File: config.mk
export PLATFORM = sky130hd
export DESIGN_NAME = itch_feed_arbiter
export DESIGN_NICKNAME = d
export VERILOG_FILES = /design/src/rtl/itch_pkg.sv /design/src/rtl/itch_feed_arbiter_rr_arb2.sv /design/src/rtl/itch_feed_arbiter.sv
export SDC_FILE = /design/constraint.sdc
export NUM_CORES = 1
export LEC_CHECK = 0
export ABC_AREA = 0
export CAP_MARGIN = 5
export CORE_ASPECT_RATIO = 1.25
export CORE_MARGIN = 2
export CORE_UTILIZATION = 52
export DETAILED_ROUTE_END_ITERATION = 16
export GPL_ROUTABILITY_DRIVEN = 0
export HOLD_SLACK_MARGIN = 0.02
export PLACE_DENSITY = 0.86
export RECOVER_POWER = 100
export SLEW_MARGIN = 20
export SYNTH_ARGS = -nofsm -noshare
export SYNTH_HDL_FRONTEND = slang
export SYNTH_SLANG_ARGS = --single-unit
File: constraint.sdc
create_clock -name clk -period 3.7 [get_ports clk]
set_input_delay 0.925 -clock clk [delete_from_list [all_inputs] [get_ports clk]]
set_output_delay 0.925 -clock clk [all_outputs]
set_load 0.05 [all_outputs]
File: src/rtl/itch_pkg.sv
// ITCH message-type constants, type-to-length lookup and the arbiter state
// encoding shared by the feed arbiter and its bench-facing logic.
package itch_pkg;

  localparam logic [7:0] ITCH_ADD_ORDER    = 8'h41;  // 'A'
  localparam logic [7:0] ITCH_EXECUTED     = 8'h45;  // 'E'
  localparam logic [7:0] ITCH_CANCEL       = 8'h58;  // 'X'
  localparam logic [7:0] ITCH_DELETE       = 8'h44;  // 'D'
  localparam logic [7:0] ITCH_REPLACE      = 8'h55;  // 'U'
  localparam logic [7:0] ITCH_ADD_ATTRIB   = 8'h46;  // 'F'

  localparam int LEN_W = 6;

  typedef enum logic [1:0] {
    ST_IDLE = 2'd0,
    ST_FWD  = 2'd1,
    ST_DROP = 2'd2
  } state_e;

  // Zero marks a type the parser does not understand.
  function automatic logic [LEN_W-1:0] itch_msg_len(input logic [7:0] msg_type);
    case (msg_type)
      ITCH_ADD_ORDER:  itch_msg_len = LEN_W'(36);
      ITCH_EXECUTED:   itch_msg_len = LEN_W'(31);
      ITCH_CANCEL:     itch_msg_len = LEN_W'(23);
      ITCH_DELETE:     itch_msg_len = LEN_W'(19);
      ITCH_REPLACE:    itch_msg_len = LEN_W'(35);
      ITCH_ADD_ATTRIB: itch_msg_len = LEN_W'(40);
      default:         itch_msg_len = '0;
    endcase
  endfunction

endpackage

File: src/rtl/itch_feed_arbiter_rr_arb2.sv
// Two-way round-robin grant: the source not served last wins a tie; the
// priority only moves when a granted message completes.
module rr_arb2 (
  input  logic       clk,
  input  logic       rst_n,
  input  logic [1:0] i_req,
  input  logic       i_done,
  input  logic       i_done_id,
  output logic       o_winner
);

  logic r_prio;

  assign o_winner = (&i_req) ? r_prio : i_req[1];

  always_ff @(posedge clk or negedge rst_n) begin
    if (!rst_n) begin
      r_prio <= 1'b0;
    end else if (i_done) begin
      r_prio <= ~i_done_id;
    end
  end

endmodule

File: src/rtl/itch_feed_arbiter.sv
// Shares one ITCH parser between two byte-serial feeds at message granularity,
// dropping unknown message types and counting length mismatches.
module itch_feed_arbiter
  import itch_pkg::*;
#(
  parameter int CNT_W = 16
) (
  input  logic                  clk,
  input  logic                  rst_n,
  input  logic [1:0]            src_valid,
  input  logic [1:0][7:0]       src_data,
  input  logic [1:0]            src_last,
  output logic [1:0]            src_ready,
  output logic                  start_msg,
  output logic                  end_msg,
  output logic [7:0]            message,
  output logic                  valid,
  output logic                  grant_id,
  output logic                  busy,
  output logic [CNT_W-1:0]      msg_cnt,
  output logic [CNT_W-1:0]      drop_cnt,
  output logic [CNT_W-1:0]      len_err_cnt
);

  state_e             r_state;
  logic               r_grant;
  logic [LEN_W-1:0]   r_rem;
  logic               r_start;
  logic               r_end;
  logic [7:0]         r_msg;
  logic               r_valid;
  logic               r_busy;
  logic [CNT_W-1:0]   r_msg_cnt;
  logic [CNT_W-1:0]   r_drop_cnt;
  logic [CNT_W-1:0]   r_len_err_cnt;

  logic               w_winner;
  logic               w_sel;
  logic [1:0]         w_ready;
  logic               w_xfer;
  logic [7:0]         w_byte;
  logic               w_last;
  logic [LEN_W-1:0]   w_type_len;
  logic               w_known;
  logic               w_done;

  function automatic logic [CNT_W-1:0] sat_inc(input logic [CNT_W-1:0] c);
    return (&c) ? c : c + {{(CNT_W-1){1'b0}}, 1'b1};
  endfunction

  rr_arb2 u_arb (
    .clk       (clk),
    .rst_n     (rst_n),
    .i_req     (src_valid),
    .i_done    (w_done),
    .i_done_id (w_sel),
    .o_winner  (w_winner)
  );

  assign w_sel = (r_state == ST_IDLE) ? w_winner : r_grant;

  always_comb begin
    // NOTE: default first so every path assigns w_ready and no latch is inferred.
    w_ready = 2'b00;
    case (r_state)
      ST_IDLE:         if (|src_valid) w_ready[w_winner] = 1'b1;
      ST_FWD, ST_DROP: w_ready[r_grant] = 1'b1;
      default:         w_ready = 2'b00;
    endcase
  end

  // NOTE: ready is combinational from src_valid, so it is masked while reset is held.
  assign src_ready  = w_ready & {2{rst_n}};

  assign w_xfer     = src_valid[w_sel] & w_ready[w_sel];
  assign w_byte     = src_data[w_sel];
  assign w_last     = src_last[w_sel];
  assign w_type_len = itch_msg_len(w_byte);
  assign w_known    = (w_type_len != '0);
  assign w_done     = w_xfer & w_last;

  always_ff @(posedge clk or negedge rst_n) begin
    if (!rst_n) begin
      r_state       <= ST_IDLE;
      r_grant       <= 1'b0;
      r_rem         <= '0;
      r_start       <= 1'b0;
      r_end         <= 1'b0;
      r_msg         <= '0;
      r_valid       <= 1'b0;
      r_busy        <= 1'b0;
      r_msg_cnt     <= '0;
      r_drop_cnt    <= '0;
      r_len_err_cnt <= '0;
    end else begin
      // NOTE: non-blocking throughout; parser pins fall back to 0 unless a byte moves.
      r_start <= 1'b0;
      r_end   <= 1'b0;
      r_valid <= 1'b0;
      r_msg   <= '0;
      case (r_state)
        ST_IDLE: begin
          if (w_xfer) begin
            r_grant <= w_winner;
            if (w_known) begin
              r_start <= 1'b1;
              r_valid <= 1'b1;
              r_msg   <= w_byte;
              r_end   <= w_last;
              r_rem   <= w_type_len - LEN_W'(1);
              if (w_last) begin
                r_msg_cnt     <= sat_inc(r_msg_cnt);
                r_len_err_cnt <= sat_inc(r_len_err_cnt);
              end else begin
                r_state <= ST_FWD;
                r_busy  <= 1'b1;
              end
            end else begin
              r_rem <= '0;
              if (w_last) begin
                r_drop_cnt <= sat_inc(r_drop_cnt);
              end else begin
                r_state <= ST_DROP;
                r_busy  <= 1'b1;
              end
            end
          end
        end
        ST_FWD: begin
          if (w_xfer) begin
            r_valid <= 1'b1;
            r_msg   <= w_byte;
            r_end   <= w_last;
            r_rem   <= (r_rem == '0) ? '0 : r_rem - LEN_W'(1);
            if (w_last) begin
              r_state   <= ST_IDLE;
              r_busy    <= 1'b0;
              r_rem     <= '0;
              r_msg_cnt <= sat_inc(r_msg_cnt);
              // Exactly one byte must still be outstanding when src_last arrives.
              if (r_rem != LEN_W'(1)) r_len_err_cnt <= sat_inc(r_len_err_cnt);
            end
          end
        end
        ST_DROP: begin
          if (w_done) begin
            r_state    <= ST_IDLE;
            r_busy     <= 1'b0;
            r_drop_cnt <= sat_inc(r_drop_cnt);
          end
        end
        default: begin
          r_state <= ST_IDLE;
          r_busy  <= 1'b0;
        end
      endcase
    end
  end

  assign start_msg   = r_start;
  assign end_msg     = r_end;
  assign message     = r_msg;
  assign valid       = r_valid;
  assign grant_id    = r_grant;
  assign busy        = r_busy;
  assign msg_cnt     = r_msg_cnt;
  assign drop_cnt    = r_drop_cnt;
  assign len_err_cnt = r_len_err_cnt;

endmodule

After elaboration in Yosys (flattened, before gate mapping). Cells that the tools add are included.

Register bits: 70. Latch bits: 0. Bits in writable memories: 0. ROM bits: 0. Output and inout port bits: 63. Word-level logic and storage cells: 133. Memories kept: 0.

Add/sub/neg operators: 5. Multiply operators: 0. Divide/modulo/power cells: 0. $lt $le $gt $ge: 5. Eq/ne operators: 18. Shift operators: 0. Muxes and demuxes: 70. Bitwise logic cells: 4. Reductions and logical operators: 19.

Operators by type and width (count): 16-bit two-way mux (17); 16-bit case mux with 2 select lines (3); 16-bit by 1-bit adder with 16-bit output (second input constant) (3); 8-bit by 7-bit equality test with 1-bit output (second input constant) (6); 16-bit AND reduction (3); 8-bit two-way mux (5); 6-bit case mux with 6 select lines (1); 6-bit two-way mux (5); 1-bit two-way mux (22); 2-bit two-way mux (8); 2-bit != test (second input constant) (8); 8-bit case mux with 2 select lines (1); 6-bit case mux with 2 select lines (1); 6-bit by 1-bit subtractor with 6-bit output (second input constant) (2); 5-bit AND reduction (2); 7-bit AND reduction (1); 6-bit zero test (1); 1-bit by 2-bit < comparator with 1-bit output (second input constant) (3); 6-bit by 1-bit != test with 1-bit output (second input constant) (1); 2-bit case mux with 3 select lines (1); 6-bit nonzero test (1); 1-bit case mux with 2 select lines (2); 2-bit case mux with 2 select lines (1); 2-bit AND reduction (2); other kinds (15) (21).

Depth between registers and ports, before layout. Gate-level depths: netlist (run 1).

Word-level depth: 14. Depth in mapped cells: 13. Depth with buffers taken out: 11.

By module. Synthesis (run 1) repeated with hierarchy kept, for this count alone.

Cell total of the unflattened synthesis: 390. Area total of the unflattened synthesis: 3922.5 sq um.

By module, submodules not included: itch_feed_arbiter (times used 1, cells an instance 386, area each 3872.5 sq um); rr_arb2 (times used 1, cells an instance 4, area each 50.0 sq um).

Worst setup path after synthesis (run 1). No wires, ideal clock.

Kind: reg2out. Start: register r_state[0]. End: output port src_ready[0]. Arrival time: 2297 ps. Required time: 2775 ps. Setup slack: 478 ps. Cell stages (with the launch flop): 7. Buffers on the path: 2. Cell sequence: dfrtp_1 -> inv_1 -> ha_1 -> buf_2 -> clkbuf_1 -> a31oi_1 -> nor3b_1.

Cells in the longest elaborated chain, start to end: 4. Elaborated cells on any way between the ends: 6. Classes of those cells: eq/ne (2); mux (1); bitwise (1); reduce/logical (2).

RTL lines: start, declared (RTL line itch_feed_arbiter.sv:25) `state_e r_state;`; start signal, assigned (RTL line itch_feed_arbiter.sv:84) `r_state <= ST_IDLE;`; start signal, assigned (RTL line itch_feed_arbiter.sv:115) `r_state <= ST_FWD;`; start signal, assigned (RTL line itch_feed_arbiter.sv:123) `r_state <= ST_DROP;`; 2-bit equality test or 2-bit by 1-bit equality test with 1-bit output (tied branches) (RTL line itch_feed_arbiter.sv:65) `case (r_state)`; 2-bit OR reduction (RTL line itch_feed_arbiter.sv:65); 2-bit case mux with 2 select lines * (RTL line itch_feed_arbiter.sv:65); 2-bit bitwise AND * (RTL line itch_feed_arbiter.sv:73) `assign src_ready = w_ready & {2{rst_n}};`; end, declared (RTL line itch_feed_arbiter.sv:13) `output logic [1:0] src_ready,`.

Mark *: on every way between the ends. The rest lies on a longest branch, timed or not.

Final worst setup path (run 1).
Start: input port src_data[8] (netlist bit). End: register r_drop_cnt[4] (netlist: drop_cnt[4]).

Cells in the longest elaborated chain, start to end: 7. Elaborated cells on any way between the ends: 12. Classes of those cells: eq/ne (7); mux (3); reduce/logical (2).

RTL lines: start, declared (RTL line itch_feed_arbiter.sv:11) `input logic [1:0][7:0] src_data,`; 8-bit two-way mux (not written as such) * (2 in a row) (RTL line itch_feed_arbiter.sv:76) `assign w_byte = src_data[w_sel];`; 8-bit by 7-bit equality test with 1-bit output (RTL line itch_pkg.sv:22) `case (msg_type)`; 6-bit case mux with 6 select lines * (RTL line itch_pkg.sv:22); 6-bit nonzero test * (RTL line itch_feed_arbiter.sv:79) `assign w_known = (w_type_len != '0);`; 2-bit != test (no line) *; 5-bit AND reduction (no line) *; end signal, assigned (RTL line itch_feed_arbiter.sv:121) `r_drop_cnt <= sat_inc(r_drop_cnt);`; end signal, assigned (RTL line itch_feed_arbiter.sv:149) `r_drop_cnt <= sat_inc(r_drop_cnt);`; end, declared (RTL line itch_feed_arbiter.sv:34) `logic [CNT_W-1:0] r_drop_cnt;`.

Mark *: on every way between the ends. The rest lies on a longest branch, timed or not. The select of a mux whose other input is x is not followed. A chain may end at the register's enable or synchronous reset.

==> results.md, run 1 <==
* DRT iter0 DRCs at 151
* Post-CTS setup buffers at 0
* M3 GR Usage at 4.68%
* Min Hold Slack at 483 ps
* Die Area at 8480 µm²
* Setup Viol. Count Final at 0
* Most frequent cell after synthesis: dfrtp_1
* Remaining DRCs at 0
* Nets at 550
* Most frequent cells after synthesis: dfrtp_1 (70), nand2_1 (57), xor2_1 (29), nor2_1 (22), nand3_1 (21)
* Placed Cells at 597
* Detailed placer's ending HPWL at 6.93 mm
* Netlist cell types at 65
* FFs w/ async S/R, synth at 100%
* Total CTS buffers at 9
* Final core utilization at 70.4%
* Final setup skew at 8.38 ps
* Post-synth EDFFs at 0
* Worst Setup End Kind: register
* Synthesized flop and latch total at 70
* PostCTS Resize Cnt at 0
* Gate Count Post-Synth at 414
* Hold depth at 1
* Slowest-stage cell, CP: dlygate4sd3_1
* Top Family by Delay on Critical Path: simple AND/OR/NAND/NOR gates
* Vias in the first global route at 3,326
* RSZ-0062 raised after global routing: false
* Antenna violations before repair at 0
* First-pass GRT wire length at 15.4 mm
* CTS sink cnt at 70
* Die H at 102 µm
* Pin count of the biggest net entering global routing at 71
* CTS tree: done
* CTS HTree Levels at 3
* Core ar. at 7440 µm²
* Total Routing Usage GR at 23.3%
* Peak VDD IR at 0.000476 V
* Row cnt at 35
* Max-cap viol count at 1
* Leakage power at 2.51 nW
* Reg-to-reg slack, setup at 500 ps
* Post-CTS Hold Buffers at 0
* Largest area contributor in the netlist: dfrtp_1
* Area Growth Syn to Fin at 29.9%
* Share of cells above drive strength 1 at 9.21%
* Placed inst area at 5070 µm²
* Post-synth top area share at 43.4%
* Clock tree buffer depth at 2
* Filler cells at 586
* Crit Path Category: input pin to register
* I/O pins at 85
* WP buf/inv at 2
* N_diodes at 0
* Rel. slew slack at -12.7%
* I/O Buffers at 84
* M1 GR Usage at 29.1%
* Max FO, Critical Path at 8
* Width of the chip at 82.8 µm
* Final period demand of the worst path at 3530 ps
* Layer with the highest usage: met2
* Global route overflow at 0
* Final Non-Filler Cells at 613
* Worst EP required at 3910 ps
* Crit-path cells: dlygate4sd3_1 -> or4b_2 -> a311oi_1 -> mux2i_1 -> and2_4 -> a21oi_4 -> clkbuf_1 -> nor4b_1 -> xor2_1
* Status: finished with violations
* Finished Cell Area at 5240 µm²
* Ys Warns at 0
* FF/Latch Area at 1750 µm²
* Area of the multi-input gates at 2190 µm²
* Total negative slack at 0 ps
* Remaining antenna violation count at 0
* Reg clk slew, reported paths at 80 ps
* Clk_lat worst skew at 350 ps
* PwrDens at 555 nW/µm²
* M2 GR Usage at 39.8%
* Top area cells in the synthesized netlist: dfrtp_1 (43%), xor2_1 (6.3%), nand2_1 (5.3%)
* Final max-slew violation count at 71
* Mapped Nets at 448
* Post-Syn Area at 4030 µm²
* Least-Margin Pin Slew at 1690 ps
* Vias post-DR at 3,520
* Root buffer cell: clkbuf_8
* Min-Delay Path Class: register to register
* Max Fclk at 0.283 GHz
* DR vias/cell at 5.74
* Violated checks: max-capacitance violations, max-slew violations
* WL/cell at 15.1 µm
* Final WL at 9.27 mm
* Pre-antenna DRT Iters at 4
* Worst r2r path cells at 11
* Setup crit start kind: input pin
* Final Hold Viols at 0
* Post-synth top flop: dfrtp_1
* Final cycle utilization of the critical path at 95.4%
* CP Data Arrival Time at 3740 ps
* Initial core utilization at 54.2%
* Max incr delay on CP at 700 ps
* Avg Inst Size Synth at 9.74 µm²
* Seq/Total Area, Yosys at 43.4%
* Stages on worst setup path at 9
[metal layers]
layer | vias to the layer above | part of all wire, %
li1 | 1699 | -
met1 | 1721 | 42
met2 | 87 | 53
met3 | 13 | 3.7
met4 | 0 | 2.0
met5 | - | 0
[placed cells by master, fill, tap and decap left out, types with 4 or more instances in the layout]
cell type and n:
clkbuf_8 10, dlygate4sd3_1 65, nor3_1 19, nor2b_1 4
clkbuf_1 4, nor4b_1 7, o21ai_0 12, buf_4 11
xor2_1 29, and3_1 11, inv_1 8, nand4_1 14
nand2_1 57, clkdlybuf4s50_1 16, a21oi_1 16, dfrtp_1 70
nand2b_1 4, nor4_1 9, nand3_1 21, nor2_1 22
mux2i_1 4, xnor2_1 15, nor3b_1 6, ha_1 12
[logic make-up after synthesis]
family,share of synthesized area [%]
AO/OA/AOI/OAI,10.9
XOR/XNOR,9.56
adder cells (fa/ha/maj),3.72
buffers and inverters,1.83
flip-flops,43.4
multiplexers,2.95
AND/OR/NAND/NOR,27.6
[report_power, final]
group | switching [W] | internal, W | leakage (nW)
sequential | 0.000122 | 0.000869 | 0.944
clock | 0.000296 | 0.000327 | 0.102
combinational | 0.000839 | 0.000455 | 1.46
[final cells by class]
| cell class | instances | area share (%) |
|---|---|---|
| multi-input combinational | 328 | 41.8 |
| inverter | 8 | 0.573 |
| clock buffer | 10 | 2.63 |
| tap | 92 | 2.20 |
| clock inverter | 6 | 1.17 |
| sequential | 70 | 33.4 |
| timing repair buffer | 99 | 18.2 |
[path summary, 6_finish.rpt]
| kind | startpoint | to |
|---|---|---|
| worst max-delay path | src_data[8] | drop_cnt[4] |
| worst min-delay path | drop_cnt[9] | drop_cnt[9] |
| worst max register to register | r_state[1] | message[4] |
| worst min register to register | drop_cnt[9] | drop_cnt[9] |
| max in group asynchronous | rst_n | r_rem[5] |
| min in group asynchronous | rst_n | u_arb.r_prio |
[metrics by stage]
step / setup WS [ps] / total power (W)
floorplan: 478 / 0.00190
global placement: 105 / 0.00231
detailed placement: 9.18 / 0.00235
CTS: 311 / 0.00297
global route: 109 / 0.00307
finish: 172 / 0.00291
[registers in the layout, summed over array words and instances, names as in the netlist, 2 cells and up]
signal	cells
len_err_cnt	16
message	8
drop_cnt	16
r_state	2
r_rem	6
msg_cnt	16
[worst register-to-register path, cell delays in order (launching register included)]
cell and delay, ps:
dfrtp_1 440, inv_1 110, ha_1 500, nand2_1 220
o21ai_4 250, buf_4 240, nor3_1 120, o22ai_2 260
buf_4 200, a21boi_1 100, o21ai_1 520, a21oi_1 110
Power figures use the tool's default switching activity.
==> inputs of run 2 (changes only) <==
--- a/config.mk
+++ b/config.mk
@@ -9,11 +9,12 @@
 export CAP_MARGIN = 5
 export CORE_ASPECT_RATIO = 1.25
 export CORE_MARGIN = 2
-export CORE_UTILIZATION = 52
+export CORE_UTILIZATION = 60
 export DETAILED_ROUTE_END_ITERATION = 16
+export DONT_BUFFER_PORTS = 1
 export GPL_ROUTABILITY_DRIVEN = 0
 export HOLD_SLACK_MARGIN = 0.02
-export PLACE_DENSITY = 0.86
+export PLACE_DENSITY = 0.81
 export RECOVER_POWER = 100
 export SLEW_MARGIN = 20
 export SYNTH_ARGS = -nofsm -noshare
==> run 2 against run 1 <==
Against the previous run:
- core utilization down 4.4 points
- final area down 18%
- die area down 13%
- clock skew up 1.7 ps
- non-clock buffer count down 88
- total power down 9.1%
- the run now ends clean
- hold slack worse by 210 ps
- maximum frequency up 6.9%
- register-to-register slack better by 60 ps
- critical path type unchanged
- critical path depth down 2
- critical endpoint is now drop_cnt[1]
==> results.md, run 2 (same netlist as run 1, synthesis figures left out) <==
* WL/cell at 16.2 µm
* Post-CTS setup buffers at 0
* NetSw at 0.00117 W
* Net Sw Frac at 44.1%
* Final core utilization at 66.0%
* Antenna violations before repair at 0
* Row cnt at 33
* Vias post-DR at 3,167
* N_diodes at 0
* Final period demand of the worst path at 3300 ps
* Worst EP required at 3920 ps
* I/O pins at 85
* Die H at 95.7 µm
* DR vias/cell at 6.09
* Status: complete, no violations
* Clk_lat worst skew at 340 ps
* DRT iter0 DRCs at 129
* Clock power frac at 22.1%
* Setup Viol. Count Final at 0
* Peak VDD IR at 0.000428 V
* Area Growth Syn to Fin at 6.70%
* Final cycle utilization of the critical path at 89.2%
* Width of the chip at 77.3 µm
* Commonest non-fill, non-tap cell in the layout: dfrtp_1
* Max-cap viol count at 0
* Final worst slack at 399 ps
* Total Routing Usage GR at 23.5%
* Pre-antenna DRT Iters at 4
* Share of cells above drive strength 1 at 8.55%
* Remaining antenna violation count at 0
* CTS HTree Levels at 3
* Detailed placer's ending HPWL at 5.98 mm
* Vias in the first global route at 3,032
* Finished Cell Area at 4300 µm²
* PwrDens at 614 nW/µm²
* Root buffer cell: clkbuf_8
* Max Fclk at 0.303 GHz
* Rel. slew slack at 35.1%
* Global route overflow at 0
* Leakage power at 2.00 nW
* CTS tree: done
* Placed inst area at 4190 µm²
* I/O Buffers at 0
* Final Hold Viols at 0
* Core ar. at 6520 µm²
* Least-Margin Pin Slew at 963 ps
* Pin count of the biggest net entering global routing at 73
* Highest-count cells in the layout ignoring fill and taps: dfrtp_1 (70), nand2_1 (57), xor2_1 (29), nor2_1 (22), nand3_1 (21)
* CTS sink cnt at 70
* Total CTS buffers at 9
* Final setup skew at 10.1 ps
* Total negative slack at 0 ps
* Worst Setup End Kind: register
* Die Area at 7400 µm²
* Min-Delay Path Class: input pin to asynchronous set/reset pin
* Initial core utilization at 61.8%
* Pint at 0.00148 W
* Tot Pwr at 0.00264 W
* PostCTS Resize Cnt at 0
* Comb pwr share at 30.1%
* Nets at 462
* Reg clk slew, reported paths at 80 ps
* Clock tree buffer depth at 2
* Remaining DRCs at 0
* Post-CTS Hold Buffers at 0
* RSZ-0062 raised after global routing: false
* Crit Path Category: input pin to register
* Setup crit start kind: input pin
* Seq pwr share at 47.7%
* Final WL at 8.43 mm
* CP Data Arrival Time at 3520 ps
* Max FO, Critical Path at 15
* Filler cells at 560
* First-pass GRT wire length at 13.8 mm
* Place WS at 311 ps
* Final max-slew violation count at 0
run 2: power groups by stage:
stage / Sequential (W) / Combinational (W) / Clock (W)
final: 0.00126 / 0.000796 / 0.000585
after CTS: 0.00126 / 0.000830 / 0.000607
after global placement: 0.00127 / 0.000806 / 0
after detailed placement: 0.00128 / 0.000825 / 0
after global routing: 0.00128 / 0.000884 / 0.000634
after floorplan: 0.00126 / 0.000632 / 0
run 2: layer usage:
metal | track usage (%) | share of wire (%)
met1 | 28.3 | 43
met2 | 40.0 | 50
met3 | 5.59 | 5.8
met4 | 11.0 | 0.90
met5 | 0 | 0
run 2: final cells by class:
cell class | count | area (µm²) | share of cell area, %
clock buffer | 11 | 131 | 3.05
inverter | 8 | 30.0 | 0.698
clock inverter | 5 | 50.0 | 1.16
sequential | 70 | 1750 | 40.7
tap | 87 | 109 | 2.53
timing repair buffer | 11 | 71.3 | 1.66
multi-input combinational | 328 | 2160 | 50.2
run 2: final timing paths:
check / slack, ps / cells after the start / from / endpoint
max: 400 / 7 / src_data[13] / drop_cnt[1]
min: 270 / 0 / rst_n / message[4]
max reg2reg: 560 / 10 / r_state[0] / len_err_cnt[9]
min reg2reg: 550 / 2 / r_rem[4] / r_rem[4]
max in group asynchronous: 3300 / 0 / rst_n / grant_id
min in group clk: 550 / 2 / r_rem[4] / r_rem[4]
run 2: stage by stage:
step                      hold WS (ps)  instances
after global routing               249        520
after detailed placement           526        504
after CTS                          247        520
after floorplan                    485        414
after global placement             531        504
final                              273        520
run 2: critical path: stages:
cell	delay [ps]
or3b_1	460
or4b_2	660
mux2i_1	330
o22ai_2	270
a21oi_4	400
nor2_1	140
mux2_1	320
